### config.mk
export PLATFORM = sky130hd
export DESIGN_NAME = timer_sequencer
export DESIGN_NICKNAME = d
export VERILOG_FILES = /design/src/rtl/timer_sequencer.sv
export SDC_FILE = /design/constraint.sdc
export NUM_CORES = 1
export LEC_CHECK = 0
export CAP_MARGIN = 15
export CORE_MARGIN = 2
export CORE_UTILIZATION = 46
export DETAILED_ROUTE_END_ITERATION = 12
export HOLD_SLACK_MARGIN = 0.02
export PLACE_DENSITY = 0.67
export SLEW_MARGIN = 15
export SYNTH_ARGS = -nofsm -noshare
export SYNTH_HDL_FRONTEND = slang
export SYNTH_SLANG_ARGS = --single-unit
### constraint.sdc
create_clock -name clk -period 4.57 [get_ports clk]
set_clock_uncertainty 0.05 [all_clocks]
set_input_delay 0.457 -clock clk [delete_from_list [all_inputs] [get_ports clk]]
set_output_delay 0.457 -clock clk [all_outputs]
set_load 0.03 [all_outputs]
### src/rtl/timer_sequencer.sv
// Command stage for the 16-bit one-shot countdown timer: queues tagged delay
// requests, issues them one at a time, and reports each completion by tag.
module timer_sequencer #(
    parameter int unsigned DEPTH = 4,
    parameter int unsigned TAG_W = 4
) (
    input  logic                     clk,
    input  logic                     reset,
    input  logic                     req_valid,
    output logic                     req_ready,
    input  logic [15:0]              req_cycles,
    input  logic [TAG_W-1:0]         req_tag,
    input  logic                     abort,
    output logic                     timer_load,
    output logic [15:0]              timer_cycles,
    input  logic                     timer_busy,
    output logic                     done,
    output logic [TAG_W-1:0]         done_tag,
    output logic [$clog2(DEPTH):0]   pending,
    output logic                     idle
);

    localparam int unsigned PTR_W = $clog2(DEPTH);
    localparam int unsigned CNT_W = PTR_W + 1;
    localparam int unsigned CYC_W = 16;

    typedef enum logic [1:0] {
        ST_IDLE,
        ST_LOAD,
        ST_WAIT,
        ST_DRAIN
    } state_e;

    state_e             state_q, state_d;
    logic [PTR_W-1:0]   wr_ptr_q, wr_ptr_d;
    logic [PTR_W-1:0]   rd_ptr_q, rd_ptr_d;
    logic [CNT_W-1:0]   count_q, count_d;
    logic               timer_load_q, timer_load_d;
    logic [CYC_W-1:0]   timer_cycles_q, timer_cycles_d;
    logic               done_q, done_d;
    logic [TAG_W-1:0]   done_tag_q, done_tag_d;
    logic [TAG_W-1:0]   cur_tag_q, cur_tag_d;

    logic [CYC_W-1:0]   cyc_mem [DEPTH];
    logic [TAG_W-1:0]   tag_mem [DEPTH];

    logic               push;
    logic               pop;
    logic [CYC_W-1:0]   head_cycles;
    logic [TAG_W-1:0]   head_tag;

    // Ready depends only on registered occupancy and reset, never on req_valid.
    assign req_ready   = !reset && (count_q != CNT_W'(DEPTH));
    assign push        = req_valid && req_ready && !abort;
    assign head_cycles = cyc_mem[rd_ptr_q];
    assign head_tag    = tag_mem[rd_ptr_q];

    always_comb begin
        state_d        = state_q;
        wr_ptr_d       = wr_ptr_q;
        rd_ptr_d       = rd_ptr_q;
        count_d        = count_q;
        timer_load_d   = 1'b0;
        timer_cycles_d = timer_cycles_q;
        done_d         = 1'b0;
        done_tag_d     = done_tag_q;
        cur_tag_d      = cur_tag_q;
        pop            = 1'b0;

        if (abort) begin
            // Flush the queue; in-flight work is abandoned without a done.
            wr_ptr_d = '0;
            rd_ptr_d = '0;
            count_d  = '0;
            case (state_q)
                ST_LOAD, ST_WAIT: state_d = ST_DRAIN;
                ST_DRAIN:         if (!timer_busy) state_d = ST_IDLE;
                default:          state_d = ST_IDLE;
            endcase
        end else begin
            case (state_q)
                ST_IDLE: begin
                    if ((count_q != '0) && !timer_busy) begin
                        pop = 1'b1;
                        if (head_cycles != '0) begin
                            state_d        = ST_LOAD;
                            timer_load_d   = 1'b1;
                            timer_cycles_d = head_cycles;
                            cur_tag_d      = head_tag;
                        end else begin
                            // Zero-length request completes without touching the timer.
                            done_d     = 1'b1;
                            done_tag_d = head_tag;
                        end
                    end
                end
                ST_LOAD: state_d = ST_WAIT;
                ST_WAIT: begin
                    if (!timer_busy) begin
                        state_d    = ST_IDLE;
                        done_d     = 1'b1;
                        done_tag_d = cur_tag_q;
                    end
                end
                ST_DRAIN: if (!timer_busy) state_d = ST_IDLE;
                default:  state_d = ST_IDLE;
            endcase

            if (push) begin
                wr_ptr_d = wr_ptr_q + PTR_W'(1);
            end
            if (pop) begin
                rd_ptr_d = rd_ptr_q + PTR_W'(1);
            end
            count_d = count_q + CNT_W'(push) - CNT_W'(pop);
        end
    end

    always_ff @(posedge clk) begin
        if (reset) begin
            state_q        <= ST_IDLE;
            wr_ptr_q       <= '0;
            rd_ptr_q       <= '0;
            count_q        <= '0;
            timer_load_q   <= 1'b0;
            timer_cycles_q <= '0;
            done_q         <= 1'b0;
            done_tag_q     <= '0;
            cur_tag_q      <= '0;
        end else begin
            state_q        <= state_d;
            wr_ptr_q       <= wr_ptr_d;
            rd_ptr_q       <= rd_ptr_d;
            count_q        <= count_d;
            timer_load_q   <= timer_load_d;
            timer_cycles_q <= timer_cycles_d;
            done_q         <= done_d;
            done_tag_q     <= done_tag_d;
            cur_tag_q      <= cur_tag_d;
        end
    end

    // Queue storage needs no reset: occupancy and pointers define validity.
    always_ff @(posedge clk) begin
        if (push) begin
            cyc_mem[wr_ptr_q] <= req_cycles;
            tag_mem[wr_ptr_q] <= req_tag;
        end
    end

    assign timer_load   = timer_load_q;
    assign timer_cycles = timer_cycles_q;
    assign done         = done_q;
    assign done_tag     = done_tag_q;
    assign pending      = count_q;
    assign idle         = (count_q == '0) && (state_q == ST_IDLE) && !timer_busy;

endmodule

**After elaboration in Yosys (flattened, before gate mapping)**

Memory sizes are Yosys's and may differ from the RTL's. A register that Yosys moved wholly into a read port is not among the register bits.
Cells that the tools add are included.
Widths: inputs -> output; s select.

- Memories: 2
- Word-level logic and storage cells: 72
- Output and inout port bits: 27
- Bits in registers: 35
- Bits in writable memories: 80
- Input bits: 25

- Add/sub/neg operators: 4
- Reduce and logical (&&, ||, !) cells: 21
- Muxes and demuxes: 24
- Bitwise operators: 3
- Equal/unequal tests: 9

Memories:

| memory | words | width | rd ports | clocked after memory_dff | wr ports | RTL line | source |
|---|---|---|---|---|---|---|---|
| cyc_mem | 4 | 16 | 1 | 1 | 1 | 44 | `logic [CYC_W-1:0] cyc_mem [DEPTH];` |
| tag_mem | 4 | 4 | 1 | 1 | 1 | 45 | `logic [TAG_W-1:0] tag_mem [DEPTH];` |

Operators with widths:

| kind | number |
|---|---|
| $mux 2 | 8 |
| $reduce_bool 16->1 | 1 |
| $mux 4 | 3 |
| $mux 1 | 9 |
| $ne 3x3->1 const B | 3 |
| $pmux 4 s2 | 1 |
| $logic_and 1x1->1 | 6 |
| $ne 2x2->1 const B | 3 |
| $pmux 2 s3 | 1 |
| $reduce_or 2->1 | 3 |
| $reduce_and 5->1 | 1 |
| $add 2x1->2 const B | 2 |
| $eq 2x2->1 const B | 2 |
| $pmux 2 s2 | 1 |
| $reduce_and 4->1 | 1 |
| $reduce_or 4->1 | 1 |
| $add 3x1->3 | 1 |
| $logic_not 1->1 | 3 |
| $logic_not 3->1 | 1 |
| $not 1->1 | 3 |
| $reduce_bool 3->1 | 1 |
| $sub 3x1->3 | 1 |
| $eq 2x1->1 const B | 1 |
| $logic_not 2->1 | 1 |
| other kinds (3) | 3 |

**Logic depth before layout (Yosys ltp)**

Gate-level depths: netlist of run 1.

- Word-level depth: 7
- Gate-level depth with buffers: 11
- Gate-level depth less buffers: 11

**Worst setup path before layout of run 1**

Ideal clock, no wire load.

- Path kind: register to register
- From: register count_q[1], in the netlist pending[1]
- To: register count_q[2], in the netlist pending[2]
- Period minus slack after synthesis: 2.334 ns
- Arrival: 2.156 ns
- Cell stages (with the launch flop): 12
- Path buffers: 0
- Setup time: 0.128 ns
- Slack: 2.236 ns
- Required time: 4.392 ns
- Cell sequence: dfxtp_1 -> nor2_1 -> nand2_1 -> nand2_1 -> nor2_1 -> xnor2_1 -> ha_1 -> inv_1 -> fa_1 -> xor2_1 -> xnor2_1 -> nor2_1

- Longest elaborated chain between the ends: 6
- Elaborated cells on any way between the ends: 11
- Classes of those cells: add/sub (2); eq/ne (1); mux (3); reduce/logical (5)

RTL lines:

| element | RTL line | source |
|---|---|---|
| start: declaration | 37 | `logic [CNT_W-1:0] count_q, count_d;` |
| start signal: assignment | 134 | `count_q <= count_d;` |
| $ne 3x3->1 / $reduce_bool 3->1 (equally long branches) | 53, 83 |  |
| $logic_and 1x1->1 (on tied branches) | 53, 83 |  |
| $logic_and 1x1->1 / $mux 1 (equally long branches) | 54, 83 |  |
| $logic_and 1x1->1 / $mux 1 (equally long branches) | 54, 81 |  |
| $add 3x1->3 / $mux 1 (equally long branches) | 115, 70 |  |
| $sub 3x1->3 (*) | 115 | `count_d = count_q + CNT_W'(push) - CNT_W'(pop);` |

Mark *: on every way between the ends. The rest lies on a longest branch, timed or not. The select of a mux whose other input is x is not followed.
A chain may end at the register's enable or synchronous reset.

**Final worst setup path of run 1**

- From: register state_q[0]
- To: output port idle

- Longest elaborated chain between the ends: 3

RTL lines:

| element | RTL line | source |
|---|---|---|
| start: declaration | 34 | `state_e state_q, state_d;` |
| start signal: assignment | 131 | `state_q <= state_d;` |
| $logic_not 2->1 | 156 | `assign idle = (count_q == '0) && (state_q == ST_IDLE) && !timer_busy;` |
| $logic_and 1x1->1 (2 in series) | 156 |  |
| end: declaration | 20 | `output logic idle` |

Every way passes these cells.

==> flow_summary.yaml, run 1 <==
final_layout:
  fin_area_um2: 6000
  num-fill-cells: 813
  diodes: 0
  final_cell_mix: "edfxtp_1, clkdlybuf4s50_1, nand2_1"
  fin_cells: 541
  syn_to_final_growth_pct: 25.4
  layout-drive-gt1-share_pct: 14.8
  final_common_cell: "edfxtp_1"
  nets: 426
placed_design:
  dp_cells: 509
  gp_congestion: 0.755
  place_area_um2: 5430
  port_buffers: 51
  hpwl_um: 5680
routing:
  wl_um: 9000
  firstDrtPassIters: 4
  routedWlPerCell_um: 16.6
  drc: 0
  drt.antenna.violating_nets: 0
  vias: 2841
  vias_per_cell: 5.25
  drtIter0Drc: 202
sta:
  period_share_pct: 66.3
  fin_crit_ns: 3.03
  fin_hold_ws_ns: 0.410
  worst_pin_slew_ns: 1.12
  hold_violations: 0
  drv_slew: 0
  setup_tns_ns: 0
  fmax_mhz: 330
  rsz0062_at_grt: "false"
  setup_viol: 0
  slew_headroom_pct: 25.0
synthesis:
  ys_types: 35
  ys_ff_latch: 117
  netlist_area_um2: 4780
  synth-edff-count: 80
  async_flop_share_pct: 0
  ys.flop_type: "edfxtp_1"
  ys_warn_count: 0
  synth_nets: 367
  avgSynthCellArea_um2: 14.4
  syn_inst: 333
  yosysSeqAreaShare_pct: 65.7
die:
  die_x_um: 106
  core_um2: 10200
  die_h_um: 106
  io_pins: 52
  rows: 37
  start_util_pct: 46.8
  die_area_um2: 11200
clocking:
  numClockSinks: 117
  htreeDepth: 4
  root_buffer: "clkbuf_8"
  cts_setup_buffers: 0
  cts_resized: 0
  cts_max_path_buffers: 2
  tritoncts: "done"
  postCtsHoldBufs: 0
  insertion_delay_ns: 0.50
  cts_buffers: 17
  clk_pin_slew_ns: 0.06
global_routing:
  grt_antenna_before_repair: 0
  grtUsageTotal_pct: 17.4
  grt_pass1_wl_um: 14700
  grt_pass1_vias: 2858
  grt_overflow: 0
  grt_start_max_net_pins: 51
setup_path:
  path_class: "register to output pin"
  worstPathBufferInverterCount: 2
  cp_cell_sequence: "inv_1 > ha_1 > nand2b_1 > nor4_1 > clkdlybuf4s50_1"
  arrival_ns: 2.52
  slowest_stage: "clkdlybuf4s50_1"
  cpPeakStageDelay_ns: 0.72
  critical_path_required_ns: 4.06
  crit_path_end_kind: "output pin"
  setup.reg_to_reg.worst_slack_ns: 1.67
  critical_path.top_delay_family: "buffers and inverters"
  cp-start-kind: "register"
  path_max_fanout: 13
power:
  power_mw: 2.56
  p_leak_nw: 2.03
  p_comb_share_pct: 5.8
  pwr-share-clk_pct: 48.9
  p_sw_share_pct: 22.2
  intPower_mw: 1.99
  p_sw_mw: 0.566
  ir_drop_v: 0.000266
  p_per_area_nw_per_um2: 426
  seqPwrFrac_pct: 45.3
run:
  cap_violations: 0
worst_hold_path:
  hp-class: "register to register"
status:
  status: "completed"
cell families after synthesis:
logic type	share of synthesized area, %
AO/OA/AOI/OAI	3.40
XOR/XNOR	1.10
buffers and inverters	2.51
adder cells (fa/ha/maj)	2.51
multiplexers	14.6
AND/OR/NAND/NOR	10.1
flip-flops	65.7
metrics by stage:
| stage | utilization, % | setup slack [ns] |
|---|---|---|
| CTS | 58.7 | 1.51 |
| finish | 58.7 | 1.54 |
| detailed placement | 53.1 | 1.36 |
| global placement | 53.1 | 1.50 |
| global route | 58.7 | 1.30 |
| floorplan | - | 2.24 |
registers in the layout, indices dropped and copies added, names as in the netlist, named ones only:
register      cells
cur_tag_q         4
cyc_mem          64
done              1
done_tag          4
pending           3
rd_ptr_q          2
state_q           2
tag_mem          16
timer_cycles     16
timer_load        1
wr_ptr_q          2
final cells by class:
class	instances	area, um^2	share of cell area [%]
Sequential cell	117	3140	52.4
Multi-Input combinational cell	190	1530	25.4
Clock inverter	15	155	2.59
Timing Repair Buffer	58	563	9.38
Tap cell	136	170	2.84
Inverter	8	30.0	0.500
Clock buffer	17	414	6.90
worst register-to-register path: cells and delay by family, from the launching register on:
kind,cells,cell delay (ns)
flops,1,0.36
fa+ha+maj,1,0.44
mux,1,0.29
buf+inv,1,0.13
simple gates,3,0.66
compound gates,1,0.89
synth_stat cells, drive strengths merged, types with 8 or more instances:
library cell   n  area share [%]
nor2          17             1.3
inv            8            0.63
mux2i         25             5.2
mux4          20             9.4
clkbuf        12            0.94
nor4           9             1.2
dfxtp         37              15
nand2         48             3.8
nand3         11             1.2
ha             8             2.1
edfxtp        80              50
routing by layer:
metal  GRT usage [%]  vias to the layer above  share of wire (%)
met5               0                        -                  0
met4            5.36                        0               0.63
met3            6.62                        6                5.2
met2            27.6                       68                 49
met1            22.3                     1391                 45
li1                -                     1376                  -
power by group through the flow:
stage / Combinational, mW / Clock, mW / Sequential (mW)
global route: 0.163 / 1.32 / 1.16
CTS: 0.149 / 1.28 / 1.16
floorplan: 0.0759 / 0 / 1.19
finish: 0.149 / 1.25 / 1.16
global placement: 0.145 / 0 / 1.18
detailed placement: 0.149 / 0 / 1.18
worst paths after layout:
check,to,depth (start not counted),start
min reg2reg,timer_cycles[6],2,timer_cycles[6]
max reg2reg,timer_cycles[9],7,state_q[0]
min,timer_cycles[6],2,timer_cycles[6]
max,idle,5,state_q[0]
Note: power is estimated with default switching activity, not from simulation.
==> inputs of run 2 (changes only) <==
--- a/config.mk
+++ b/config.mk
@@ -10,7 +10,7 @@
 export CORE_UTILIZATION = 46
 export DETAILED_ROUTE_END_ITERATION = 12
 export HOLD_SLACK_MARGIN = 0.02
-export PLACE_DENSITY = 0.67
+export PLACE_DENSITY = 0.7
 export SLEW_MARGIN = 15
 export SYNTH_ARGS = -nofsm -noshare
 export SYNTH_HDL_FRONTEND = slang
==> constraint.sdc (replaced) <==
create_clock -name clk -period 2.53 [get_ports clk]
set_clock_uncertainty 0.05 [all_clocks]
set_input_delay 0.253 -clock clk [delete_from_list [all_inputs] [get_ports clk]]
set_output_delay 0.253 -clock clk [all_outputs]
set_load 0.03 [all_outputs]
==> run 2 against run 1 <==
Effect of this change: routed wire length grew 3.8%; sequential share of layout area shrank 2.0 points; via count grew 0.77%; clock power grew 76%; register-to-register slack lost 1.5 ns; hold slack lost 0.10 ns; critical path depth grew 1; largest cell class unchanged; largest power group unchanged; highest routed layer unchanged.
==> flow_summary.yaml, run 2 (synthesis results as in run 1) <==
setup_path:
  crit_path_end_kind: "register"
  arrival_ns: 2.69
  path_class: "register to register"
  critical_path_required_ns: 2.85
  cp-start-kind: "register"
  path_max_fanout: 16
die:
  core_um2: 10200
  io_pins: 52
  start_util_pct: 46.8
  die_h_um: 106
  rows: 37
  die_x_um: 106
  die_area_um2: 11200
clocking:
  cts_buffers: 17
  cts_setup_buffers: 0
  tritoncts: "done"
  numClockSinks: 117
  htreeDepth: 4
  clk_pin_slew_ns: 0.05
  insertion_delay_ns: 0.51
  cts_max_path_buffers: 2
  root_buffer: "clkbuf_8"
sta:
  worst_pin_slew_ns: 0.658
  hold_violations: 0
  fin_ws_ns: 0.151
  period_share_pct: 94.0
  rsz0062_at_grt: "false"
  fin_crit_ns: 2.38
  setup_tns_ns: 0
  setup_viol: 0
  slew_headroom_pct: 56.0
  drv_slew: 0
  fmax_mhz: 420
placed_design:
  hpwl_um: 6020
  gp_congestion: 0.733
  place_area_um2: 5630
  port_buffers: 51
  dp_slack_ns: -0.0391
status:
  status: "completed"
routing:
  wl_um: 9340
  vias: 2863
  drt.antenna.violating_nets: 0
  drtIter0Drc: 198
  vias_per_cell: 5.12
  routedWlPerCell_um: 16.7
  drc: 0
  firstDrtPassIters: 4
final_layout:
  nets: 444
  regMostFlops: "cyc_mem"
  final_cell_mix: "edfxtp_1, clkdlybuf4s50_1, nand2_1"
  ff_latch_area_um2: 3140
  num-fill-cells: 720
  syn_to_final_growth_pct: 30.5
  final_common_cell: "edfxtp_1"
  multi_input_area_um2: 1580
  fin_area_um2: 6240
  layout-drive-gt1-share_pct: 19.4
  largest_reg_flops: 64
  diodes: 0
  post-route-util_pct: 61.0
run:
  cap_violations: 0
global_routing:
  grt_overflow: 0
  grtUsageTotal_pct: 18.1
  grt_antenna_before_repair: 0
  grt_pass1_wl_um: 15000
  grt_start_max_net_pins: 41
  grt_pass1_vias: 2938
power:
  ir_drop_v: 0.000593
  p_leak_nw: 2.15
  p_per_area_nw_per_um2: 734
worst_hold_path:
  hp-class: "primary input to register"
[run 2: where the power goes]
group,leakage (nW),total [mW],internal [mW],switching (mW)
Clock,0.262,2.20,1.39,0.812
Combinational,0.862,0.293,0.133,0.160
Sequential,1.02,2.09,2.07,0.0183
Total,2.15,4.58,3.59,0.990
[run 2: metrics by stage]
stage	power [mW]	cells	hold slack (ns)
3_5_place_dp	2.42	527	0.401
4_1_cts	4.63	559	0.286
5_1_grt	4.73	559	0.317
2_1_floorplan	2.29	333	0.302
6_report	4.58	559	0.308
3_3_place_gp	2.41	527	0.394
[run 2: cell type report]
| class | count | share of cell area, % |
|---|---|---|
| Sequential cell | 117 | 50.3 |
| Multi-Input combinational cell | 190 | 25.3 |
| Timing Repair Buffer | 76 | 12.3 |
| Clock buffer | 18 | 6.69 |
| Tap cell | 136 | 2.72 |
| Clock inverter | 14 | 2.16 |
| Inverter | 8 | 0.481 |
[run 2: what timing repair did]
action	4_1_cts	5_1_grt
hold buffers	0	0
pin swaps	0	0
resized for setup	4	8
endpoints found under the hold margin	0	0
setup endpoints to repair	17	28
[run 2: critical path: stages (launching register included)]
cell and delay [ns]:
dfxtp_1 0.39, buf_6 0.21, mux4_2 0.58, nor4_2 0.39, and2_1 0.25, a21boi_4 0.19, mux2i_1 0.17
[run 2: path summary, 6_finish.rpt]
check	from	to	slack, ns	cells past startpoint
max	register	timer_cycles[2]	0.15	6
min	req_valid	wr_ptr_q[1]	0.31	3
max reg2reg	register	timer_cycles[2]	0.15	6
min reg2reg	cur_tag_q[3]	cur_tag_q[3]	0.41	2
[run 2: layer usage]
metal | track usage (%) | routed length, um | share of wire (%) | vias up
li1 | - | - | - | 1406
met1 | 22.7 | 3990 | 43 | 1368
met2 | 30.0 | 4800 | 51 | 79
met3 | 5.09 | 455 | 4.9 | 10
met4 | 6.67 | 94 | 1.0 | 0
met5 | 0 | 0 | 0 | -
